--- config.mk ---
export PLATFORM = sky130hd
export DESIGN_NAME = simple_spi_slave_flat
export DESIGN_NICKNAME = d
export VERILOG_FILES = /design/src/rtl/simple_spi_slave_if.sv /design/src/rtl/simple_spi_slave.sv /design/src/flat_wrapper.sv
export SDC_FILE = /design/constraint.sdc
export NUM_CORES = 1
export LEC_CHECK = 0
export ABC_AREA = 1
export CORE_MARGIN = 2
export CORE_UTILIZATION = 38
export CTS_CLUSTER_SIZE = 10
export DETAILED_ROUTE_END_ITERATION = 8
export HOLD_SLACK_MARGIN = 0.08
export PLACE_DENSITY_LB_ADDON = 0.15
export SLEW_MARGIN = 20
export SYNTH_ARGS = -nofsm -noshare
export SYNTH_HDL_FRONTEND = slang
export SYNTH_SLANG_ARGS = --single-unit
--- constraint.sdc ---
create_clock -name system_clk -period 2 [get_ports system_clk]
set_clock_uncertainty 0.1 [all_clocks]
set_input_delay 0.2 -clock system_clk [delete_from_list [all_inputs] [get_ports system_clk]]
set_output_delay 0.2 -clock system_clk [all_outputs]
set_load 0.05 [all_outputs]
--- src/rtl/simple_spi_slave_if.sv ---
// ============================================================================
// Module     : simple_spi_slave_if
// Description: SPI pin bundle plus parallel word/strobe side of the SPI slave.
// Revision   : 1.0 - initial release
// ============================================================================
`default_nettype none

interface simple_spi_slave_if #(
  parameter int WIDTH = 8
);
  logic             pin_ncs;
  logic             pin_clk;
  logic             pin_mosi;
  logic             pin_miso;
  logic             pin_miso_en;
  logic [WIDTH-1:0] value_miso;
  logic [WIDTH-1:0] value_mosi;
  logic             cs_start;
  logic             cs_stop;
  logic             value_valid;

  modport slave (
    input  pin_ncs, pin_clk, pin_mosi, value_miso,
    output pin_miso, pin_miso_en, value_mosi, cs_start, cs_stop, value_valid
  );

  modport master (
    output pin_ncs, pin_clk, pin_mosi, value_miso,
    input  pin_miso, pin_miso_en, value_mosi, cs_start, cs_stop, value_valid
  );
endinterface

`default_nettype wire

--- src/rtl/simple_spi_slave.sv ---
// ============================================================================
// Module     : simple_spi_slave
// Description: SPI mode-0 slave, MSB first, oversampled in the system_clk domain.
// Revision   : 1.0 - initial release
// ============================================================================
`default_nettype none

module simple_spi_slave #(
  parameter int WIDTH = 8
) (
  input  logic                system_clk,
  input  logic                rst,
  simple_spi_slave_if.slave   bus
);

  localparam int              CNT_W    = $clog2(WIDTH);
  localparam logic [CNT_W-1:0] LAST_BIT = CNT_W'(WIDTH - 1);

  // [0] first sync stage, [1] synced value, [2] history for edge detection
  logic [2:0]       ncs_sync_q, ncs_sync_d;
  logic [2:0]       clk_sync_q, clk_sync_d;
  logic [1:0]       mosi_sync_q, mosi_sync_d;

  logic [WIDTH-1:0] rx_q, rx_d;
  logic [WIDTH-1:0] tx_q, tx_d;
  logic [CNT_W-1:0] cnt_q, cnt_d;
  logic [WIDTH-1:0] value_mosi_q, value_mosi_d;
  logic             valid_q, valid_d;
  logic             cs_start_q, cs_start_d;
  logic             cs_stop_q, cs_stop_d;
  logic             pin_miso_q, pin_miso_d;
  logic             pin_miso_en_q, pin_miso_en_d;

  logic             w_ncs;
  logic             w_ncs_hist;
  logic             w_ncs_fall;
  logic             w_ncs_rise;
  logic             w_sck_rise;
  logic             w_sck_fall;

  assign w_ncs      = ncs_sync_q[1];
  assign w_ncs_hist = ncs_sync_q[2];
  assign w_ncs_fall = w_ncs_hist & ~w_ncs;
  assign w_ncs_rise = ~w_ncs_hist & w_ncs;
  // Rise qualified by the previous select state so a final SCK rise still
  // completes its word when ncs rises in the same cycle.
  assign w_sck_rise = clk_sync_q[1] & ~clk_sync_q[2] & ~w_ncs_hist;
  assign w_sck_fall = ~clk_sync_q[1] & clk_sync_q[2] & ~w_ncs;

  always_comb begin
    ncs_sync_d   = {ncs_sync_q[1:0], bus.pin_ncs};
    clk_sync_d   = {clk_sync_q[1:0], bus.pin_clk};
    mosi_sync_d  = {mosi_sync_q[0], bus.pin_mosi};
    rx_d         = rx_q;
    tx_d         = tx_q;
    cnt_d        = cnt_q;
    value_mosi_d = value_mosi_q;
    valid_d      = 1'b0;
    cs_start_d   = 1'b0;
    cs_stop_d    = 1'b0;

    if (w_sck_rise) begin
      rx_d = {rx_q[WIDTH-2:0], mosi_sync_q[1]};
      if (cnt_q == LAST_BIT) begin
        cnt_d        = '0;
        value_mosi_d = rx_d;
        valid_d      = 1'b1;
      end else begin
        cnt_d = cnt_q + 1'b1;
      end
    end

    if (w_ncs_fall) begin
      cs_start_d = 1'b1;
      cnt_d      = '0;
      rx_d       = '0;
      tx_d       = bus.value_miso;
    end else if (w_sck_fall) begin
      // Word boundary: fetch the next word so back-to-back words need no ncs toggle
      tx_d = (cnt_q == '0) ? bus.value_miso : {tx_q[WIDTH-2:0], 1'b0};
    end

    if (w_ncs_rise) begin
      cs_stop_d = 1'b1;
      cnt_d     = '0;
    end

    pin_miso_en_d = ~w_ncs;
    pin_miso_d    = ~w_ncs & tx_d[WIDTH-1];
  end

  always_ff @(posedge system_clk) begin
    if (rst) begin
      ncs_sync_q    <= 3'b111;
      clk_sync_q    <= 3'b000;
      mosi_sync_q   <= 2'b00;
      rx_q          <= '0;
      tx_q          <= '0;
      cnt_q         <= '0;
      value_mosi_q  <= '0;
      valid_q       <= 1'b0;
      cs_start_q    <= 1'b0;
      cs_stop_q     <= 1'b0;
      pin_miso_q    <= 1'b0;
      pin_miso_en_q <= 1'b0;
    end else begin
      ncs_sync_q    <= ncs_sync_d;
      clk_sync_q    <= clk_sync_d;
      mosi_sync_q   <= mosi_sync_d;
      rx_q          <= rx_d;
      tx_q          <= tx_d;
      cnt_q         <= cnt_d;
      value_mosi_q  <= value_mosi_d;
      valid_q       <= valid_d;
      cs_start_q    <= cs_start_d;
      cs_stop_q     <= cs_stop_d;
      pin_miso_q    <= pin_miso_d;
      pin_miso_en_q <= pin_miso_en_d;
    end
  end

  assign bus.pin_miso    = pin_miso_q;
  assign bus.pin_miso_en = pin_miso_en_q;
  assign bus.value_mosi  = value_mosi_q;
  assign bus.value_valid = valid_q;
  assign bus.cs_start    = cs_start_q;
  assign bus.cs_stop     = cs_stop_q;

endmodule

`default_nettype wire

--- src/flat_wrapper.sv ---
// flat-port wrapper written by rule: the top's interface ports become plain ports
module simple_spi_slave_flat 
#(
  parameter int WIDTH = 8
)
  (system_clk, rst, bus_pin_ncs, bus_pin_clk, bus_pin_mosi, bus_value_miso, bus_pin_miso, bus_pin_miso_en, bus_value_mosi, bus_cs_start, bus_cs_stop, bus_value_valid);
  simple_spi_slave_if #(.WIDTH(WIDTH)) bus_i ();
  input  logic system_clk;
  input  logic rst;
  input wire logic [$bits(bus_i.pin_ncs)-1:0] bus_pin_ncs;
  input wire logic [$bits(bus_i.pin_clk)-1:0] bus_pin_clk;
  input wire logic [$bits(bus_i.pin_mosi)-1:0] bus_pin_mosi;
  input wire logic [$bits(bus_i.value_miso)-1:0] bus_value_miso;
  output wire logic [$bits(bus_i.pin_miso)-1:0] bus_pin_miso;
  output wire logic [$bits(bus_i.pin_miso_en)-1:0] bus_pin_miso_en;
  output wire logic [$bits(bus_i.value_mosi)-1:0] bus_value_mosi;
  output wire logic [$bits(bus_i.cs_start)-1:0] bus_cs_start;
  output wire logic [$bits(bus_i.cs_stop)-1:0] bus_cs_stop;
  output wire logic [$bits(bus_i.value_valid)-1:0] bus_value_valid;
  assign bus_i.pin_ncs = bus_pin_ncs;
  assign bus_i.pin_clk = bus_pin_clk;
  assign bus_i.pin_mosi = bus_pin_mosi;
  assign bus_i.value_miso = bus_value_miso;
  assign bus_pin_miso = bus_i.pin_miso;
  assign bus_pin_miso_en = bus_i.pin_miso_en;
  assign bus_value_mosi = bus_i.value_mosi;
  assign bus_cs_start = bus_i.cs_start;
  assign bus_cs_stop = bus_i.cs_stop;
  assign bus_value_valid = bus_i.value_valid;
  simple_spi_slave #(.WIDTH(WIDTH)) u_core (.system_clk(system_clk), .rst(rst), .bus(bus_i));
endmodule
# Word level (Yosys, flattened, before mapping)

Cells that the tools add are included.
Widths: inputs -> output; s select.

Add/sub/neg operators: 1
$mul: 0
Divide/modulo/power cells: 0
Magnitude comparators: 0
Eq/ne operators: 1
Shifts and indexed selects: 0
Mux-type cells: 7
Bitwise gates (word level): 12
Reduce and logical (&&, ||, !) cells: 6

Operators with widths:

| kind                | count |
|---|---|
| $mux 8              | 3 |
| $and 1x1->1         | 7 |
| $not 1->1           | 5 |
| $reduce_or 2->1     | 2 |
| $add 3x1->3 const B | 1 |
| $eq 3x3->1 const B  | 1 |
| $logic_not 3->1     | 1 |
| $mux 1              | 3 |
| $mux 3              | 1 |
| $reduce_or 3->1     | 1 |
| $reduce_and 2->1    | 1 |
| $reduce_bool 2->1   | 1 |

Flip-flop bits (word level): 39
Latch bits: 0
Bits in writable memories: 0
Memory bits (read-only): 0
Output and inout port bits: 13
Logic and storage cells: 40
Memories: 0

# Longest topological paths before layout

Gate-level depths: netlist of run 1.

Word-level depth: 6
Gate-level depth with buffers: 10
Gate-level depth less buffers: 9

# Worst setup path before layout of run 1

No wires, ideal clock.

Path type: reg-to-reg
Start point: reg u_core.cnt_q[0]
End point: reg u_core.pin_miso_q, in the netlist u_core.bus.pin_miso
Data arrival time: 1.150 ns
Required time: 1.844 ns
Path slack: 0.694 ns
Stages on the path, launching flop included: 11
Buffers on the path: 1
Path through: dfxtp_1 > inv_1 > ha_1 > clkbuf_2 > nand2_2 > nand2_1 > nand2_1 > nand2_1 > nand3_1 > nand2_1 > inv_1

Longest elaborated chain between the ends: 5

RTL lines:

| what                   | RTL line                | text |
|---|---|---|
| start, declared        | simple_spi_slave.sv:26  | `logic [CNT_W-1:0] cnt_q, cnt_d;` |
| start signal, assigned | simple_spi_slave.sv:112 | `cnt_q <= cnt_d;` |
| $logic_not 3->1        | simple_spi_slave.sv:80  | `tx_d = (cnt_q == '0) ? bus.value_miso : {tx_q[WIDTH-2:0], 1'b0};` |
| $mux 8                 | simple_spi_slave.sv:80  |  |
| $mux 8                 | simple_spi_slave.sv:78  | `end else if (w_sck_fall) begin` |
| $mux 8                 | simple_spi_slave.sv:73  | `if (w_ncs_fall) begin` |
| $and 1x1->1            | simple_spi_slave.sv:89  | `pin_miso_d = ~w_ncs & tx_d[WIDTH-1];` |
| end signal, assigned   | simple_spi_slave.sv:117 | `pin_miso_q <= pin_miso_d;` |
| end, declared          | simple_spi_slave.sv:31  | `logic pin_miso_q, pin_miso_d;` |

Every way passes these cells. The select of a mux whose other input is x is not followed.
A chain may end at the register's enable or synchronous reset.

# Worst setup path after layout of run 1

Start point: reg u_core.value_mosi_q[1], in the netlist u_core.bus.value_mosi[1]
End point: out bus_value_mosi[1]

RTL lines:

| what                   | RTL line                | text |
|---|---|---|
| start, declared        | simple_spi_slave.sv:27  | `logic [WIDTH-1:0] value_mosi_q, value_mosi_d;` |
| start signal, assigned | simple_spi_slave.sv:113 | `value_mosi_q <= value_mosi_d;` |
| end, declared          | flat_wrapper.sv:16      | `output wire logic [$bits(bus_i.value_mosi)-1:0] bus_value_mosi;` |

No word-level cell between the ends.

==> out/metrics.json, run 1 <==
{
  "worstPathMaxFanout": {"value": 2},
  "placedInstanceArea": {"value": 1850, "unit": "sq um"},
  "crit_family": {"value": "buffers and inverters"},
  "cts_tree": {"value": "done"},
  "post-route-drc-count": {"value": 0},
  "crit_path_start_kind": {"value": "flip-flop"},
  "gp_congestion": {"value": 0.789},
  "slew_violations": {"value": 0},
  "vdd_ir_drop_max": {"value": 0.328, "unit": "mV"},
  "post-place-ws": {"value": 466, "unit": "ps"},
  "hold_depth": {"value": 2},
  "synth_seq_area_share": {"value": 0.503},
  "timing.hold.worst.class": {"value": "flip-flop to flip-flop"},
  "rsz0062_at_grt": {"value": "no"},
  "io_pins": {"value": 26},
  "cts_buffers": {"value": 5},
  "dieHeight": {"value": 67.9, "unit": "um"},
  "routed_wirelength": {"value": 2920, "unit": "um"},
  "layout.nets": {"value": 250},
  "design_area": {"value": 1970, "unit": "sq um"},
  "critPathSlowestCell": {"value": "clkdlybuf4s50_1"},
  "synth-seq-cells": {"value": 39},
  "fraction_of_final_layout_cells_sized_beyond_drive_strength_1": {"value": 0.0936},
  "hold_buffers": {"value": 0},
  "run_status": {"value": "finished, final reports clean"},
  "largest_net_degree_at_the_start_of_global_routing": {"value": 14},
  "internal_power": {"value": 1.24, "unit": "mW"},
  "placement_rows": {"value": 23},
  "setup-tns-final": {"value": 0, "unit": "ps"},
  "insertion_delay": {"value": 290, "unit": "ps"},
  "netSwitchingFraction": {"value": 0.206},
  "hold_slack": {"value": 303, "unit": "ps"},
  "grt_first_pass_wirelength": {"value": 5110, "unit": "um"},
  "grt_antenna_before_repair": {"value": 0},
  "cts_max_level": {"value": 2},
  "grt_use_total": {"value": 0.149},
  "worstPathRequired": {"value": 1700, "unit": "ps"},
  "synth.cell_area": {"value": 1550, "unit": "sq um"},
  "postSynthAreaPerCell": {"value": 7.61, "unit": "sq um"},
  "first_pass_iters": {"value": 4},
  "stage_delay_of_the_slowest_cell_on_the_critical_path": {"value": 800, "unit": "ps"},
  "cts.repair.resized": {"value": 0},
  "dpl.hpwl": {"value": 2240, "unit": "um"},
  "mostFrequentLayoutCell": {"value": "nand2_1"},
  "port_buffers": {"value": 25},
  "worst-slew-pin-transition": {"value": 496, "unit": "ps"},
  "grt_pass1_vias": {"value": 1196},
  "numPlacedInstances": {"value": 277},
  "layout.core_utilization": {"value": 0.496},
  "area_growth": {"value": 26.8, "unit": "%"},
  "n_fill_cell": {"value": 421},
  "clock-sinks": {"value": 39},
  "shortest_clock_period_the_worst_path_allows_after_layout": {"value": 1730, "unit": "ps"},
  "postSynthCellCount": {"value": 204},
  "cts_buffer_depth": {"value": 2},
  "final.setup.worst_slack": {"value": 272, "unit": "ps"},
  "crit_arrival": {"value": 1430, "unit": "ps"},
  "synth.net_count": {"value": 220},
  "cts_setup_buffers": {"value": 0},
  "avgViaCountPerCell": {"value": 4.66},
  "total_leakage_power": {"value": 0.867, "unit": "nW"},
  "detail-route-antenna-nets": {"value": 0},
  "pwr_density_cell": {"value": 793, "unit": "nW/um^2"},
  "setup_violations": {"value": 0},
  "max_cap_viol_count": {"value": 0},
  "netlist-cell-type-count": {"value": 22},
  "clock-root-buffer": {"value": "clkbuf_8"},
  "initial_core_util": {"value": 0.391},
  "core_area": {"value": 3970, "unit": "sq um"},
  "cts.clk_slew.worst_paths": {"value": 80, "unit": "ps"},
  "detailedRoute.firstIterationViolations": {"value": 59},
  "n_antenna_cell": {"value": 0},
  "commonest_cells_after_routing_fill_and_taps_aside": {"value": "nand2_1 (45), dfxtp_1 (39), nor2_1 (29)"},
  "pwr-share-comb": {"value": 0.060},
  "fp.dieArea": {"value": 4610, "unit": "sq um"},
  "switching_power": {"value": 0.322, "unit": "mW"},
  "vias": {"value": 1329},
  "timing_worst_setup_path_type": {"value": "flip-flop to output port"},
  "layout.cells.non_filler": {"value": 285},
  "pwr-share-clk": {"value": 0.428},
  "number_of_cells_on_the_critical_path": {"value": 1},
  "design_power_total": {"value": 1.56, "unit": "mW"},
  "finalHoldViolCount": {"value": 0},
  "seq_power_share": {"value": 0.512},
  "timing.critical_path.to_type": {"value": "output port"},
  "r2r_setup_slack": {"value": 570, "unit": "ps"},
  "path_cells": {"value": "clkdlybuf4s50_1"},
  "period_share": {"value": 0.864},
  "grt-ovfl-total": {"value": 0},
  "ff2ff_path_depth": {"value": 9},
  "critical_path.n_buffers_inverters": {"value": 1},
  "dieWidth": {"value": 67.9, "unit": "um"},
  "drt-wirelength-per-cell": {"value": 10.2, "unit": "um"},
  "maxSlewHeadroom": {"value": 0.668},
  "maxClockFrequency": {"value": 579, "unit": "MHz"},
  "ys.warnings.count": {"value": 0}
}
-- state kept, by name, summed over array words and instances (netlist names) --
register	flops
u_core.tx_q	8
u_core.bus.cs_stop	1
u_core.clk_sync_q	3
u_core.bus.value_mosi	8
u_core.mosi_sync_q	2
u_core.bus.value_valid	1
u_core.cnt_q	3
u_core.ncs_sync_q	3
u_core.bus.pin_miso	1
u_core.rx_q	7
u_core.bus.pin_miso_en	1
u_core.bus.cs_start	1
-- area by class of cell --
cell class,count,area [sq um],area share
clock inverters,2,35.0,0.0178
multi-input cells,138,653,0.332
repair buffers,28,273,0.139
inverters,22,82.6,0.0419
clock buffers,6,82.6,0.0419
flip-flops and latches,39,781,0.396
well taps,50,62.6,0.0318
-- final timing paths --
check	to	startpoint
max	bus_value_mosi[1]	u_core.bus.value_mosi[1]$_SDFFE_PP0P_
min reg2reg	u_core.clk_sync_q[1]$_SDFF_PP0_	u_core.clk_sync_q[0]$_SDFF_PP0_
max reg2reg	u_core.tx_q[7]$_SDFF_PP0_	u_core.cnt_q[0]$_SDFFE_PP0P_
min	u_core.clk_sync_q[1]$_SDFF_PP0_	u_core.clk_sync_q[0]$_SDFF_PP0_
-- power groups by stage --
stage,sequential (mW),clock [mW],combinational [mW]
after CTS,0.799,0.688,0.0956
after global routing,0.800,0.719,0.106
after global placement,0.817,0,0.0951
after floorplan,0.820,0,0.0484
final,0.799,0.669,0.0939
after detailed placement,0.817,0,0.0949
-- layer usage --
layer,vias to the layer above,part of all wire,GRT usage
met1,589,0.49,0.186
met4,0,0.014,0.0600
met2,32,0.44,0.238
met5,-,0,0
met3,5,0.054,0.0493
li1,703,-,-
-- cells by family after synthesis --
kind of cell | Yosys count | synth area share
AND/OR/NAND/NOR | 108 | 0.309
buffers and inverters | 27 | 0.0765
AO/OA/AOI/OAI | 27 | 0.0870
adder cells (fa/ha/maj) | 3 | 0.0242
flip-flops | 39 | 0.503
-- cell usage after synthesis --
| library cell | n | share of area |
|---|---|---|
| nand3_1 | 23 | 0.074 |
| nor2_4 | 1 | 0.0073 |
| inv_1 | 20 | 0.048 |
| clkbuf_1 | 1 | 0.0024 |
| buf_6 | 2 | 0.015 |
| nor2_2 | 1 | 0.0040 |
| nor3_4 | 1 | 0.010 |
| clkbuf_2 | 1 | 0.0032 |
| dfxtp_1 | 39 | 0.50 |
| nand2_1 | 45 | 0.11 |
| nor2_1 | 29 | 0.070 |
| or2_2 | 2 | 0.0081 |
| buf_2 | 1 | 0.0032 |
| clkinv_1 | 1 | 0.0024 |
| nand2_2 | 4 | 0.016 |
| nor3_1 | 1 | 0.0032 |
| a21oi_1 | 14 | 0.045 |
| nand2_4 | 1 | 0.0073 |
| o21ai_1 | 6 | 0.019 |
| ha_1 | 3 | 0.024 |
| o21ai_0 | 7 | 0.023 |
| inv_2 | 1 | 0.0024 |
Power figures use the tool's default switching activity.
==> inputs of run 2 (changes only) <==
Settings changed: CTS_BUF_LIST set to sky130_fd_sc_hd__clkbuf_8, HOLD_SLACK_MARGIN 0.08 to 0.12, PLACE_DENSITY set to 0.67, PLACE_DENSITY_LB_ADDON 0.15 to unset.
==> out/metrics.json, run 2 (synthesized netlist as in run 1, its figures left out) <==
{
  "design_power_total": {"value": 1.46, "unit": "mW"},
  "avgViaCountPerCell": {"value": 4.65},
  "finalHoldViolCount": {"value": 0},
  "grt_antenna_before_repair": {"value": 0},
  "maxClockFrequency": {"value": 582, "unit": "MHz"},
  "worstPathRequired": {"value": 1700, "unit": "ps"},
  "crit_arrival": {"value": 1420, "unit": "ps"},
  "ff2ff_path_depth": {"value": 5},
  "fraction_of_final_layout_cells_sized_beyond_drive_strength_1": {"value": 0.0815},
  "critical_path.n_buffers_inverters": {"value": 1},
  "dieHeight": {"value": 67.9, "unit": "um"},
  "timing_worst_setup_path_type": {"value": "flip-flop to output port"},
  "insertion_delay": {"value": 280, "unit": "ps"},
  "crit_family": {"value": "buffers and inverters"},
  "worst-slew-pin-transition": {"value": 494, "unit": "ps"},
  "grt-ovfl-total": {"value": 0},
  "worst_r2r_startpoint": {"value": "u_core.ncs_sync_q[2]$_SDFF_PP1_"},
  "mostFrequentLayoutCell": {"value": "nand2_1"},
  "run_status": {"value": "finished, final reports clean"},
  "cts.clk_slew.worst_paths": {"value": 70, "unit": "ps"},
  "dpl.hpwl": {"value": 2100, "unit": "um"},
  "timing.hold.worst.class": {"value": "flip-flop to flip-flop"},
  "pwr_density_cell": {"value": 751, "unit": "nW/um^2"},
  "n_fill_cell": {"value": 425},
  "timing.critical_path.to_type": {"value": "output port"},
  "port_buffers": {"value": 25},
  "max_cap_viol_count": {"value": 0},
  "placement_rows": {"value": 23},
  "cts_buffers": {"value": 5},
  "setup-tns-final": {"value": 0, "unit": "ps"},
  "slew_violations": {"value": 0},
  "first_pass_iters": {"value": 4},
  "critPathSlowestCell": {"value": "clkdlybuf4s50_1"},
  "grt_use_total": {"value": 0.152},
  "clock-sinks": {"value": 39},
  "gp_congestion": {"value": 0.743},
  "vdd_ir_drop_max": {"value": 0.441, "unit": "mV"},
  "shortest_clock_period_the_worst_path_allows_after_layout": {"value": 1720, "unit": "ps"},
  "cts_tree": {"value": "done"},
  "core_area": {"value": 3970, "unit": "sq um"},
  "routed_wirelength": {"value": 3000, "unit": "um"},
  "cts_setup_buffers": {"value": 0},
  "grt_first_pass_wirelength": {"value": 5160, "unit": "um"},
  "cts_max_level": {"value": 2},
  "detail-route-antenna-nets": {"value": 0},
  "cts.repair.resized": {"value": 0},
  "grt_pass1_vias": {"value": 1092},
  "post-route-drc-count": {"value": 0},
  "fp.dieArea": {"value": 4610, "unit": "sq um"},
  "area_growth": {"value": 24.7, "unit": "%"},
  "dieWidth": {"value": 67.9, "unit": "um"},
  "total_leakage_power": {"value": 0.852, "unit": "nW"},
  "rsz0062_at_grt": {"value": "no"},
  "io_pins": {"value": 26},
  "worst_setup_path_startpoint": {"value": "u_core.bus.value_mosi[1]$_SDFFE_PP0P_"},
  "stage_delay_of_the_slowest_cell_on_the_critical_path": {"value": 800, "unit": "ps"},
  "detailedRoute.firstIterationViolations": {"value": 69},
  "commonest_cells_after_routing_fill_and_taps_aside": {"value": "nand2_1 (45), dfxtp_1 (39), nor2_1 (29)"},
  "setup_violations": {"value": 0},
  "largest_net_degree_at_the_start_of_global_routing": {"value": 14},
  "clock-root-buffer": {"value": "clkbuf_8"},
  "layout.nets": {"value": 248},
  "vias": {"value": 1317},
  "hold_start": {"value": "u_core.clk_sync_q[0]$_SDFF_PP0_"},
  "worstPathMaxFanout": {"value": 2},
  "number_of_cells_on_the_critical_path": {"value": 1},
  "initial_core_util": {"value": 0.391},
  "crit_path_start_kind": {"value": "flip-flop"},
  "path_cells": {"value": "clkdlybuf4s50_1"},
  "cts_buffer_depth": {"value": 2},
  "maxSlewHeadroom": {"value": 0.670},
  "drt-wirelength-per-cell": {"value": 10.6, "unit": "um"},
  "period_share": {"value": 0.859},
  "hold_depth": {"value": 2},
  "n_antenna_cell": {"value": 0},
  "hold_buffers": {"value": 0}
}
-- run 2: changes by cell type in the layout (fill, tap and decap cells not counted) --
cell	change
inv_1	+1
clkbuf_8	+1
bufinv_16	-1
clkinv_2	-1
buf_4	-2
-- run 2: final timing paths --
check	slack (ps)	to
hold reg to reg	300	u_core.clk_sync_q[1]$_SDFF_PP0_
hold / removal	300	u_core.clk_sync_q[1]$_SDFF_PP0_
setup / recovery	280	bus_value_mosi[1]
setup reg to reg	380	u_core.cnt_q[2]$_SDFFE_PP0P_
-- run 2: worst register-to-register path, delay by kind of cell (launching register included) --
kind | cells | cell delay, ps
buffers and inverters | 1 | 260
AND/OR/NAND/NOR | 3 | 490
flip-flops | 1 | 480
AO/OA/AOI/OAI | 1 | 170
-- run 2: layout make-up --
type,count,area (sq um),area share
Sequential cell,39,781,0.403
Multi-Input combinational cell,138,653,0.337
Timing Repair Buffer,26,258,0.133
Clock buffer,7,96.3,0.0497
Inverter,22,82.6,0.0426
Tap cell,50,62.6,0.0323
Clock inverter,1,3.75,0.00194
-- run 2: layer usage --
metal,share of wire,GRT usage,vias up
li1,-,-,698
met1,0.50,0.209,586
met2,0.45,0.218,31
met3,0.041,0.0493,2
met4,0.0040,0.0600,0
met5,0,0,-
-- run 2: stage by stage --
| step | utilization | setup WS, ps | std cells | hold WS, ps | instance area, sq um |
|---|---|---|---|---|---|
| 2_1_floorplan | - | 694 | 204 | 177 | 1550 |
| 3_3_place_gp | 0.463 | 359 | 275 | 290 | 1840 |
| 3_5_place_dp | 0.463 | 347 | 275 | 296 | 1840 |
| 4_1_cts | 0.488 | 269 | 283 | 306 | 1940 |
| 5_1_grt | 0.488 | 121 | 283 | 336 | 1940 |
| 6_report | 0.488 | 282 | 283 | 304 | 1940 |
-- run 2: where the power goes --
part | internal (mW) | switching, mW | total [mW]
registers | 0.791 | 0.00774 | 0.799
logic | 0.0424 | 0.0490 | 0.0914
clock network | 0.309 | 0.256 | 0.565
total | 1.14 | 0.313 | 1.46
